### config.mk
export PLATFORM = sky130hd
export DESIGN_NAME = imul_req_arbiter
export DESIGN_NICKNAME = d
export VERILOG_FILES = /design/src/rtl/imul_req_arbiter.sv
export SDC_FILE = /design/constraint.sdc
export NUM_CORES = 1
export LEC_CHECK = 0
export ABC_AREA = 1
export CORE_AREA = 2 2 106 108
export CTS_CLUSTER_SIZE = 14
export DETAILED_ROUTE_END_ITERATION = 16
export DIE_AREA = 0 0 108 110
export HOLD_SLACK_MARGIN = 0.12
export MAX_ROUTING_LAYER = met4
export PLACE_DENSITY = 0.86
export SYNTH_ARGS = -nofsm -noshare
export SYNTH_HDL_FRONTEND = slang
export SYNTH_SLANG_ARGS = --single-unit
### constraint.sdc
create_clock -name clk -period 1.4 [get_ports clk]
set_input_delay 0.21 -clock clk [delete_from_list [all_inputs] [get_ports clk]]
set_output_delay 0.21 -clock clk [all_outputs]
set_load 0.05 [all_outputs]
### src/rtl/imul_req_arbiter.sv
// rtl/imul_req_arbiter.sv - two-port val/rdy arbiter sharing one multi-cycle integer multiplier
// Optional round-robin arbitration via IMUL_REQ_ARBITER_ROUND_ROBIN_EN (fixed port-0 priority otherwise).
module imul_req_arbiter #(
  parameter int p_msg_nbits = 65
) (
  input  logic                   clk,
  input  logic                   reset,

  input  logic                   req0_val,
  output logic                   req0_rdy,
  input  logic [p_msg_nbits-1:0] req0_msg,
  input  logic                   req1_val,
  output logic                   req1_rdy,
  input  logic [p_msg_nbits-1:0] req1_msg,

  output logic                   resp0_val,
  input  logic                   resp0_rdy,
  output logic                   resp1_val,
  input  logic                   resp1_rdy,
  output logic [31:0]            resp_msg,

  output logic                   mul_req_val,
  input  logic                   mul_req_rdy,
  output logic [p_msg_nbits-1:0] mul_req_msg,

  input  logic                   mul_resp_val,
  output logic                   mul_resp_rdy,
  input  logic [31:0]            mul_resp_msg,

  output logic                   owner
);

  localparam logic [1:0] STATE_IDLE  = 2'd0;
  localparam logic [1:0] STATE_ISSUE = 2'd1;
  localparam logic [1:0] STATE_WAIT  = 2'd2;

  logic [1:0]             state;
  logic [1:0]             state_next;
  logic [p_msg_nbits-1:0] req_reg;
  logic                   winner;
  logic                   grant;
  logic                   in_wait;

`ifdef IMUL_REQ_ARBITER_ROUND_ROBIN_EN
  logic prio;

  // The pointer only matters on a tie; a lone requester always wins.
  assign winner = (req0_val && req1_val) ? prio : req1_val;

  always_ff @(posedge clk) begin
    if (reset) begin
      prio <= 1'b0;
    end else if (grant) begin
      prio <= ~winner;
    end
  end
`else
  assign winner = ~req0_val;
`endif

  // Outputs are gated by reset so every val/rdy is low in the reset cycle itself.
  assign grant    = !reset && (state == STATE_IDLE) && (req0_val || req1_val);
  assign req0_rdy = grant && !winner;
  assign req1_rdy = grant && winner;

  assign mul_req_val = !reset && (state == STATE_ISSUE);
  assign mul_req_msg = req_reg;

  assign in_wait      = !reset && (state == STATE_WAIT);
  assign resp0_val    = in_wait && !owner && mul_resp_val;
  assign resp1_val    = in_wait && owner && mul_resp_val;
  assign mul_resp_rdy = in_wait && (owner ? resp1_rdy : resp0_rdy);
  assign resp_msg     = mul_resp_msg;

  always_comb begin
    state_next = state;
    case (state)
      STATE_IDLE:  if (grant) state_next = STATE_ISSUE;
      STATE_ISSUE: if (mul_req_rdy) state_next = STATE_WAIT;
      STATE_WAIT:  if (mul_resp_val && mul_resp_rdy) state_next = STATE_IDLE;
      default:     state_next = STATE_IDLE;
    endcase
  end

  always_ff @(posedge clk) begin
    if (reset) begin
      state   <= STATE_IDLE;
      owner   <= 1'b0;
      req_reg <= '0;
    end else begin
      state <= state_next;
      if (grant) begin
        req_reg <= winner ? req1_msg : req0_msg;
        owner   <= winner;
      end
    end
  end

  // A response can only be legitimate while a request is outstanding.
  unsolicited_resp: assert property (@(posedge clk) disable iff (reset)
    !(mul_resp_val && (state != STATE_WAIT)));

endmodule

==> results of run 1 <==
-- through the flow --
stage                     hold WS [ns]  setup slack (ns)  cells
final                            0.241            -0.158    879
after global routing             0.237            -0.233    879
after CTS                        0.231            -0.179    875
after detailed placement         0.420            -0.108    856
after global placement           0.420            -0.116    856
after floorplan                  0.311           -0.0772    567
-- timing repair --
item / CTS / global route
endpoints found under the setup margin: 6 / 22
gates resized for setup: 10 / 6
pin swaps: 2 / 3
hold buffers: 0 / 0
cloned: 0 / 2
setup buffers: 3 / 3
-- area by class of cell --
| cell class | instances | share of cell area |
|---|---|---|
| multi-input combinational | 415 | 0.269 |
| tap | 140 | 0.0261 |
| inverter | 9 | 0.00503 |
| clock buffer | 11 | 0.0226 |
| timing repair buffer | 231 | 0.461 |
| clock inverter | 5 | 0.0125 |
| sequential | 68 | 0.203 |
-- per-layer routing --
layer	vias up	wire length, um	GRT usage
li1	2098	-	-
met1	1863	4620	0.206
met2	170	6170	0.360
met3	22	843	0.0500
met4	0	257	0.0723
met5	-	0	-
-- power by group through the flow --
stage          combinational [mW]  sequential, mW  clock [mW]
2_1_floorplan               0.900            2.65           0
3_3_place_gp                 2.25            2.26           0
3_5_place_dp                 2.28            2.27           0
4_1_cts                      2.31            2.23        1.94
5_1_grt                      2.53            2.25        2.03
6_report                     2.38            2.23        1.87
-- tightest hold or removal path, delay by kind of cell --
kind	cells	cell delay [ns]
buffers and inverters	2	0.28
AOI/OAI and AO/OA	1	0.03
-- synth_stat cells, drive strengths merged --
| library cell | n | area, um^2 |
|---|---|---|
| nand2 | 269 | 1010 |
| clkbuf | 16 | 60.1 |
| dfxtp | 68 | 1360 |
| o31ai | 1 | 7.51 |
| buf | 59 | 393 |
| inv | 9 | 33.8 |
| a21boi | 1 | 7.51 |
| nand3 | 69 | 345 |
| nor3 | 1 | 5.00 |
| a21oi | 65 | 325 |
| nor2 | 8 | 32.5 |
| o21ai | 1 | 5.00 |
-- flip-flops by register name, indices dropped and copies added (netlist names) --
| register | count |
|---|---|
| state | 2 |
| mul_req_msg | 65 |
| owner | 1 |
-- worst min path at each step --
stage,start,to,slack [ns],cells after the start
after floorplan,mul_req_rdy,state[0],0.31,1
after global placement,mul_resp_msg[0],resp_msg[0],0.42,0
after detailed placement,mul_resp_msg[0],resp_msg[0],0.42,0
after CTS,reset,mul_req_msg[43],0.23,3
after global routing,reset,mul_req_msg[43],0.24,3
final,reset,mul_req_msg[43],0.24,3
-- cell families after synthesis --
kind of cell / count (synthesis) / share of synthesized area
AOI/OAI and AO/OA: 68 / 0.0963
buffers and inverters: 84 / 0.136
and+or+nand+nor: 347 / 0.388
DFF: 68 / 0.380
==> run_results.csv, run 1 <==
group,metric,value,unit
run_status,outcome,"complete, but fails checks",
run_status,violations,"negative setup slack",
flow_run,cap_viol_max_count,0,
worst_setup_path,timing.rr.start,"state[1]",
placed_design,dp_hpwl,8.79,mm
route,vias,4153,
cells_and_area,multi_input_area,1810,um^2
yosys,yosysSeqAreaShare,0.380,
cells_and_area,final_util,0.627,
route,drt-initial-drc-count,202,
power,pwr-share-comb,0.367,
route,ant_nets,0,
sta,final_hold_viol_count,0,
sta,slew_headroom,0.688,
route,wire_per_inst,13.5,um
sta,slew_viol_final,0,
sta,setup_tns,-0.544,ns
cells_and_area,nFillCells,878,
route,vias_per_cell,4.72,
global_routing,globalRouteOverflowTotal,0,
clock_network,cts_tree,"done",
route,wirelength,11.9,mm
worst_setup_path,cp_cell_sequence,"nor3_2 -> buf_4 -> a21boi_4 -> buf_12",
floorplanning,die_area,11900,um^2
worst_setup_path,critical_path_class,"reg -> out",
global_routing,grt_antenna_before_repair,0,
power,p_int,4.38,mW
global_routing,grt_pass1_vias,3937,
power,switchingPower,2.10,mW
yosys,ys_seq_elements,68,
power,power,6.47,mW
yosys,synthCells,567,
power,power_density,965,nW/um^2
clock_network,cts_buffer_depth,2,
route,drc,0,
worst_setup_path,critical_path.startpoint,"state[0]",
floorplanning,rows,38,
global_routing,track_usage,0.197,
clock_network,cts_root_buf,"clkbuf_8",
sta,finalSetupViolations,6,
cells_and_area,fin_nets,904,
sta,fin_ws,-0.158,ns
worst_setup_path,critPathCapture,"mul_resp_rdy",
worst_hold_path,min_path_type,"in -> reg",
cells_and_area,fin_area,6710,um^2
sta,tightestPinTransition,0.469,ns
floorplanning,fp.dieH,110,um
worst_setup_path,cp_data_required_time,1.19,ns
clock_network,clk_latency,0.33,ns
power,ir_worst_vdd,0.000542,V
cells_and_area,area_growth,87.1,%
cells_and_area,final_cell_mix,"267 x nand2_1, 135 x clkdlybuf4s50_1, 79 x buf_12, 66 x nand3_1",
floorplanning,start_util,0.335,
sta,period_minus_slack,1.56,ns
placed_design,place_congestion,0.825,
clock_network,htreeDepth,3,
clock_network,clk_pin_slew_worst_paths,0.08,ns
yosys,mappedNetlistNets,737,
yosys,synthDistinctLibCells,16,
yosys,yosys_warnings,0,
route,first_pass_iters,4,
floorplanning,ioPinCount,274,
cells_and_area,layout_commonest_cell,"nand2_1",
worst_setup_path,critPathArrivalTime,1.35,ns
worst_setup_path,start_kind,"flop",
clock_network,cts_sinks,68,
worst_setup_path,end_kind,"primary output",
floorplanning,core-area,10700,um^2
worst_setup_path,slowest_delay,0.35,ns
sta,fin_skew,0.00827,ns
placed_design,place_area,6340,um^2
worst_setup_path,crit_family,"flip-flops",
worst_setup_path,r2r-end,"mul_req_msg[57]",
worst_setup_path,path_buf_inv,2,
worst_setup_path,cpMaxStageDelayCell,"dfxtp_2",
cells_and_area,drive_above_1_share,0.180,
cells_and_area,seqCellArea,1370,um^2
worst_setup_path,cp.depth,4,
yosys,syn_area,3590,um^2
worst_setup_path,reg2reg_depth,7,
yosys,synth_area_per_cell,6.32,um^2
global_routing,grt_max_degree,47,
worst_setup_path,worstPathMaxFanout,3,
power,p_seq_frac,0.344,
floorplanning,die_x,108,um
cells_and_area,diodes,0,
worst_setup_path,r2r_slack,0.14,ns
sta,fmax,642,MHz
placed_design,io_buffers,209,
clock_network,cts_made_buffers,9,
power,p_sw_frac,0.324,
sta,timing.final.crit_share,1.11,
power,power_leakage,2.84,nW
power,power_frac_clock,0.288,
global_routing,grt_pass1_wl,18.2,mm
sta,rsz0062_at_grt,"true",
Power figures use the tool's default switching activity.
==> run 2: changes to the inputs <==
--- a/config.mk
+++ b/config.mk
@@ -13,6 +13,7 @@
 export HOLD_SLACK_MARGIN = 0.12
 export MAX_ROUTING_LAYER = met4
 export PLACE_DENSITY = 0.86
+export SKIP_CTS_REPAIR_TIMING = 1
 export SYNTH_ARGS = -nofsm -noshare
 export SYNTH_HDL_FRONTEND = slang
 export SYNTH_SLANG_ARGS = --single-unit
==> run 2 against run 1 <==
  * Hold slack better by 0.0039 ns
  * Via count is 0.82% lower
  * Global-route usage shrank 0.23 points
  * Worst setup slack lost 0.0020 ns
  * Critical path type unchanged
  * First-iteration DRC count decreased by 7.9%
  * Sequential cell count stayed put
  * Fmax fell by 0.13%
  * Wire length fell by 3.1%
  * The run still ends with negative setup slack left
  * Sequential power about the same
==> run_results.csv, run 2 (synthesized netlist as in run 1, its figures left out) <==
group,metric,value,unit
route,vias,4119,
clock_network,htreeDepth,3,
run_status,violations,"negative setup slack",
run_status,outcome,"complete, but fails checks",
cells_and_area,final_cell_mix,"267 x nand2_1, 135 x clkdlybuf4s50_1, 79 x buf_12, 66 x dfxtp_1, 65 x nand3_1",
floorplanning,ioPinCount,274,
worst_setup_path,timing.rr.start,"state[0]",
sta,tightestPinTransition,0.483,ns
sta,fin_ws,-0.160,ns
worst_setup_path,end_kind,"primary output",
clock_network,cts_tree,"done",
route,wirelength,11.5,mm
placed_design,io_buffers,209,
worst_setup_path,cpMaxStageDelayCell,"dfxtp_2",
placed_design,dp_hpwl,8.79,mm
power,power_leakage,2.80,nW
global_routing,grt_pass1_vias,3908,
sta,rsz0062_at_grt,"true",
flow_run,cap_viol_max_count,0,
sta,whs,0.245,ns
cells_and_area,nFillCells,886,
worst_setup_path,critPathArrivalTime,1.35,ns
cells_and_area,drive_above_1_share,0.176,
worst_setup_path,worstPathMaxFanout,4,
sta,slew_headroom,0.678,
placed_design,place_congestion,0.825,
global_routing,globalRouteOverflowTotal,0,
route,drc,0,
worst_setup_path,critical_path_class,"reg -> out",
cells_and_area,layout_commonest_cell,"nand2_1",
sta,finalSetupViolations,6,
clock_network,cts_buffer_depth,2,
global_routing,grt_antenna_before_repair,0,
clock_network,clk_pin_slew_worst_paths,0.08,ns
cells_and_area,fin_nets,899,
floorplanning,core-area,10700,um^2
sta,final_hold_viol_count,0,
worst_hold_path,hold_start,"reset",
global_routing,grt_max_degree,47,
sta,fin_skew,0.00893,ns
route,ant_nets,0,
global_routing,grt_pass1_wl,18.0,mm
clock_network,clk_latency,0.33,ns
power,ir_worst_vdd,0.000546,V
floorplanning,die_area,11900,um^2
route,first_pass_iters,4,
worst_hold_path,min_path_type,"in -> reg",
worst_setup_path,cp_data_required_time,1.19,ns
floorplanning,rows,38,
worst_setup_path,critical_path.startpoint,"state[0]",
worst_setup_path,crit_family,"simple AND/OR/NAND/NOR gates",
clock_network,cts_root_buf,"clkbuf_8",
cells_and_area,largest_reg_flops,65,
route,drt-initial-drc-count,186,
route,wire_per_inst,13.2,um
sta,slew_viol_final,0,
sta,period_minus_slack,1.56,ns
sta,fmax,641,MHz
cells_and_area,diodes,0,
sta,timing.final.crit_share,1.11,
clock_network,cts_sinks,68,
worst_setup_path,start_kind,"flop",
power,power_density,962,nW/um^2
clock_network,cts_made_buffers,9,
floorplanning,die_x,108,um
placed_design,dp.cells,856,
floorplanning,start_util,0.335,
floorplanning,fp.dieH,110,um
route,vias_per_cell,4.71,
worst_setup_path,cp_cell_sequence,"inv_1 -> nand2_2 -> nor2_4 -> nand3_2 -> inv_2 -> buf_12",
worst_setup_path,slowest_delay,0.34,ns
global_routing,track_usage,0.195,
worst_setup_path,path_buf_inv,3,
cells_and_area,final_cells,874,
cells_and_area,area_growth,85.3,%
## run 2: through the flow
step	power, mW	util	setup WS [ns]	area (um^2)	setup TNS, ns
after floorplan	3.55	-	-0.0772	3600	-0.197
after global placement	4.51	0.593	-0.116	6340	-3.64
after detailed placement	4.55	0.593	-0.108	6340	-4.90
after CTS	6.45	0.615	-0.262	6580	-1.28
after global routing	6.72	0.621	-0.255	6650	-1.60
final	6.39	0.621	-0.160	6650	-0.792
## run 2: cell type report
class / instances / area (um^2) / share of cell area
clock inverter: 5 / 83.8 / 0.0126
inverter: 9 / 33.8 / 0.00508
tap: 140 / 175 / 0.0264
multi-input combinational: 415 / 1820 / 0.274
sequential: 68 / 1360 / 0.205
clock buffer: 11 / 151 / 0.0228
timing repair buffer: 226 / 3020 / 0.454
## run 2: per-layer routing
layer / wire [um] / vias to the layer above / global-route usage
li1: - / 2087 / -
met1: 4470 / 1864 / 0.204
met2: 6040 / 146 / 0.354
met3: 760 / 22 / 0.0500
met4: 255 / 0 / 0.0723
met5: 0 / - / -
## run 2: final timing paths
check / slack [ns] / to / cells past startpoint
min reg2reg: 0.50 / mul_req_msg[48] / 2
max reg2reg: 0.08 / mul_req_msg[57] / 7
max: -0.16 / req1_rdy / 6
min: 0.25 / mul_req_msg[48] / 3
## run 2: worst reg2reg max path: cells and delay by family, from the launching register on
family	cells	cell delay [ns]
buf+inv	3	0.40
flops	1	0.34
simple gates	3	0.38
compound gates	1	0.13
## run 2: power breakdown
group / internal [mW] / switching [mW]
Sequential: 2.08 / 0.150
Clock: 1.10 / 0.763
Combinational: 1.14 / 1.16
==> run 3: changes to the inputs <==
==> constraint.sdc (replaced) <==
create_clock -name clk -period 1.4 [get_ports clk]
set_input_delay 0.42 -clock clk [delete_from_list [all_inputs] [get_ports clk]]
set_output_delay 0.42 -clock clk [all_outputs]
set_load 0.02 [all_outputs]
==> run 3 against run 2 <==
  * Largest cell class unchanged
  * Final area decreased by 6.8%
  * Total power down 16%
  * Critical path depth is 3 lower
  * Sequential cell count unchanged
  * Wire length rose by 7.2%
  * The flow still finishes with violations (negative setup slack)
  * Global-route usage decreased by 0.54 points
  * Fmax is 10% lower
==> run_results.csv, run 3 (synthesized netlist as in run 1, its figures left out) <==
group,metric,value,unit
cells_and_area,area_growth,72.7,%
sta,finalSetupViolations,35,
worst_setup_path,critical_path_class,"reg -> out",
sta,final_hold_viol_count,0,
floorplanning,start_util,0.335,
worst_hold_path,min_path_type,"reg -> reg",
cells_and_area,diodes,0,
sta,fin_skew,0.0108,ns
clock_network,cts_root_buf,"clkbuf_8",
sta,fmax,575,MHz
route,vias,4175,
sta,slew_headroom,0.708,
floorplanning,die_area,11900,um^2
run_status,violations,"negative setup slack",
worst_setup_path,slowest_delay,0.37,ns
clock_network,htreeDepth,3,
floorplanning,fp.dieH,110,um
sta,fin_ws,-0.339,ns
sta,tightestPinTransition,0.439,ns
power,power,5.38,mW
sta,slew_viol_final,0,
worst_setup_path,end_kind,"primary output",
placed_design,io_buffers,209,
route,wire_per_inst,14.0,um
power,ir_worst_vdd,0.000523,V
floorplanning,die_x,108,um
global_routing,grt_pass1_wl,17.6,mm
global_routing,grt_max_degree,41,
cells_and_area,fin_nets,910,
worst_setup_path,start_kind,"flop",
global_routing,globalRouteOverflowTotal,0,
power,power_density,869,nW/um^2
clock_network,cts_sinks,68,
clock_network,cts_made_buffers,9,
worst_setup_path,critPathArrivalTime,1.32,ns
floorplanning,core-area,10700,um^2
route,first_pass_iters,4,
route,vias_per_cell,4.72,
route,drc,0,
placed_design,place_congestion,0.746,
placed_design,post-place-ws,-0.862,ns
cells_and_area,layout_commonest_cell,"nand2_1",
run_status,outcome,"complete, but fails checks",
sta,timing.final.crit_share,1.24,
floorplanning,rows,38,
sta,period_minus_slack,1.74,ns
cells_and_area,largest_reg_flops,65,
clock_network,cts_buffer_depth,2,
clock_network,clk_latency,0.35,ns
worst_setup_path,cp_data_required_time,0.98,ns
placed_design,dp_hpwl,8.30,mm
route,wirelength,12.4,mm
global_routing,grt_pass1_vias,3882,
worst_setup_path,worstPathMaxFanout,3,
worst_setup_path,cpMaxStageDelayCell,"dfxtp_4",
global_routing,track_usage,0.189,
route,drt-initial-drc-count,156,
global_routing,grt_antenna_before_repair,0,
clock_network,cts_tree,"done",
cells_and_area,drive_above_1_share,0.101,
route,ant_nets,0,
worst_setup_path,cp_cell_sequence,"nor3_4 -> a21boi_4 -> buf_6",
floorplanning,ioPinCount,274,
power,power_leakage,3.62,nW
flow_run,cap_viol_max_count,0,
clock_network,clk_pin_slew_worst_paths,0.08,ns
sta,rsz0062_at_grt,"true",
cells_and_area,final_cell_mix,"266 x nand2_1, 134 x clkdlybuf4s50_1, 66 x nand3_1, 65 x a21oi_1, 65 x dfxtp_1",
sta,setup_tns,-2.04,ns
==> run 3: cell types whose count changed in the layout (fill, tap and decap cells not counted), moves of 2 or more <==
cell	previous run	this run
bufinv_16	2	0
nor2_1	4	2
a21oi_2	2	0
dlymetal6s2s_1	0	64
nand2_2	1	3
buf_12	79	3
clkbuf_1	0	3
buf_6	0	10
clkbuf_16	0	6
buf_4	10	16
a21oi_1	63	65
nand3_2	4	2
==> run 3: layer usage <==
layer / vias to the layer above / routed length [um] / part of all wire / track usage
li1: 2113 / - / - / -
met5: - / 0 / 0 / -
met4: 0 / 314 / 0.025 / 0.0934
met2: 164 / 6160 / 0.50 / 0.332
met3: 34 / 924 / 0.075 / 0.0500
met1: 1864 / 4960 / 0.40 / 0.198
==> run 3: final timing paths <==
check	slack (ns)	to	from	cells after the start
min reg2reg	0.46	mul_req_msg[22]	mul_req_msg[22]	2
min	0.46	mul_req_msg[22]	mul_req_msg[22]	2
max reg2reg	-0.02	mul_req_msg[3]	state[1]	6
max	-0.34	mul_resp_rdy	state[0]	3
==> run 3: per-stage QoR <==
step           cell area [um^2]  utilization  instances  hold slack, ns
4_1_cts                    5800        0.542        876           0.398
5_1_grt                    6190        0.579        884           0.479
3_3_place_gp               5630        0.526        861           0.450
3_5_place_dp               5630        0.526        861           0.454
2_1_floorplan              3660            -        567           0.513
6_report                   6190        0.579        884           0.458
==> run 3: area by class of cell <==
cell class,count,area (um^2)
Tap cell,140,175
Clock buffer,14,163
Fill cell,967,4510
Sequential cell,68,1370
Timing Repair Buffer,237,2620
Clock inverter,1,7.51
Inverter,9,36.3
Multi-Input combinational cell,415,1830
==> run 3: power by group <==
| part | total (mW) | internal (mW) | switching (mW) |
|---|---|---|---|
| clock | 1.45 | 0.733 | 0.719 |
| combinational | 1.78 | 0.903 | 0.878 |
| sequential | 2.15 | 2.08 | 0.0711 |
| total | 5.38 | 3.71 | 1.67 |
==> run 3: worst max-delay path: cells and delay by family, from the launching register on <==
kind,cells,cell delay (ns)
AO/OA/AOI/OAI,1,0.23
buffers and inverters,1,0.13
flip-flops,1,0.37
AND/OR/NAND/NOR,1,0.25
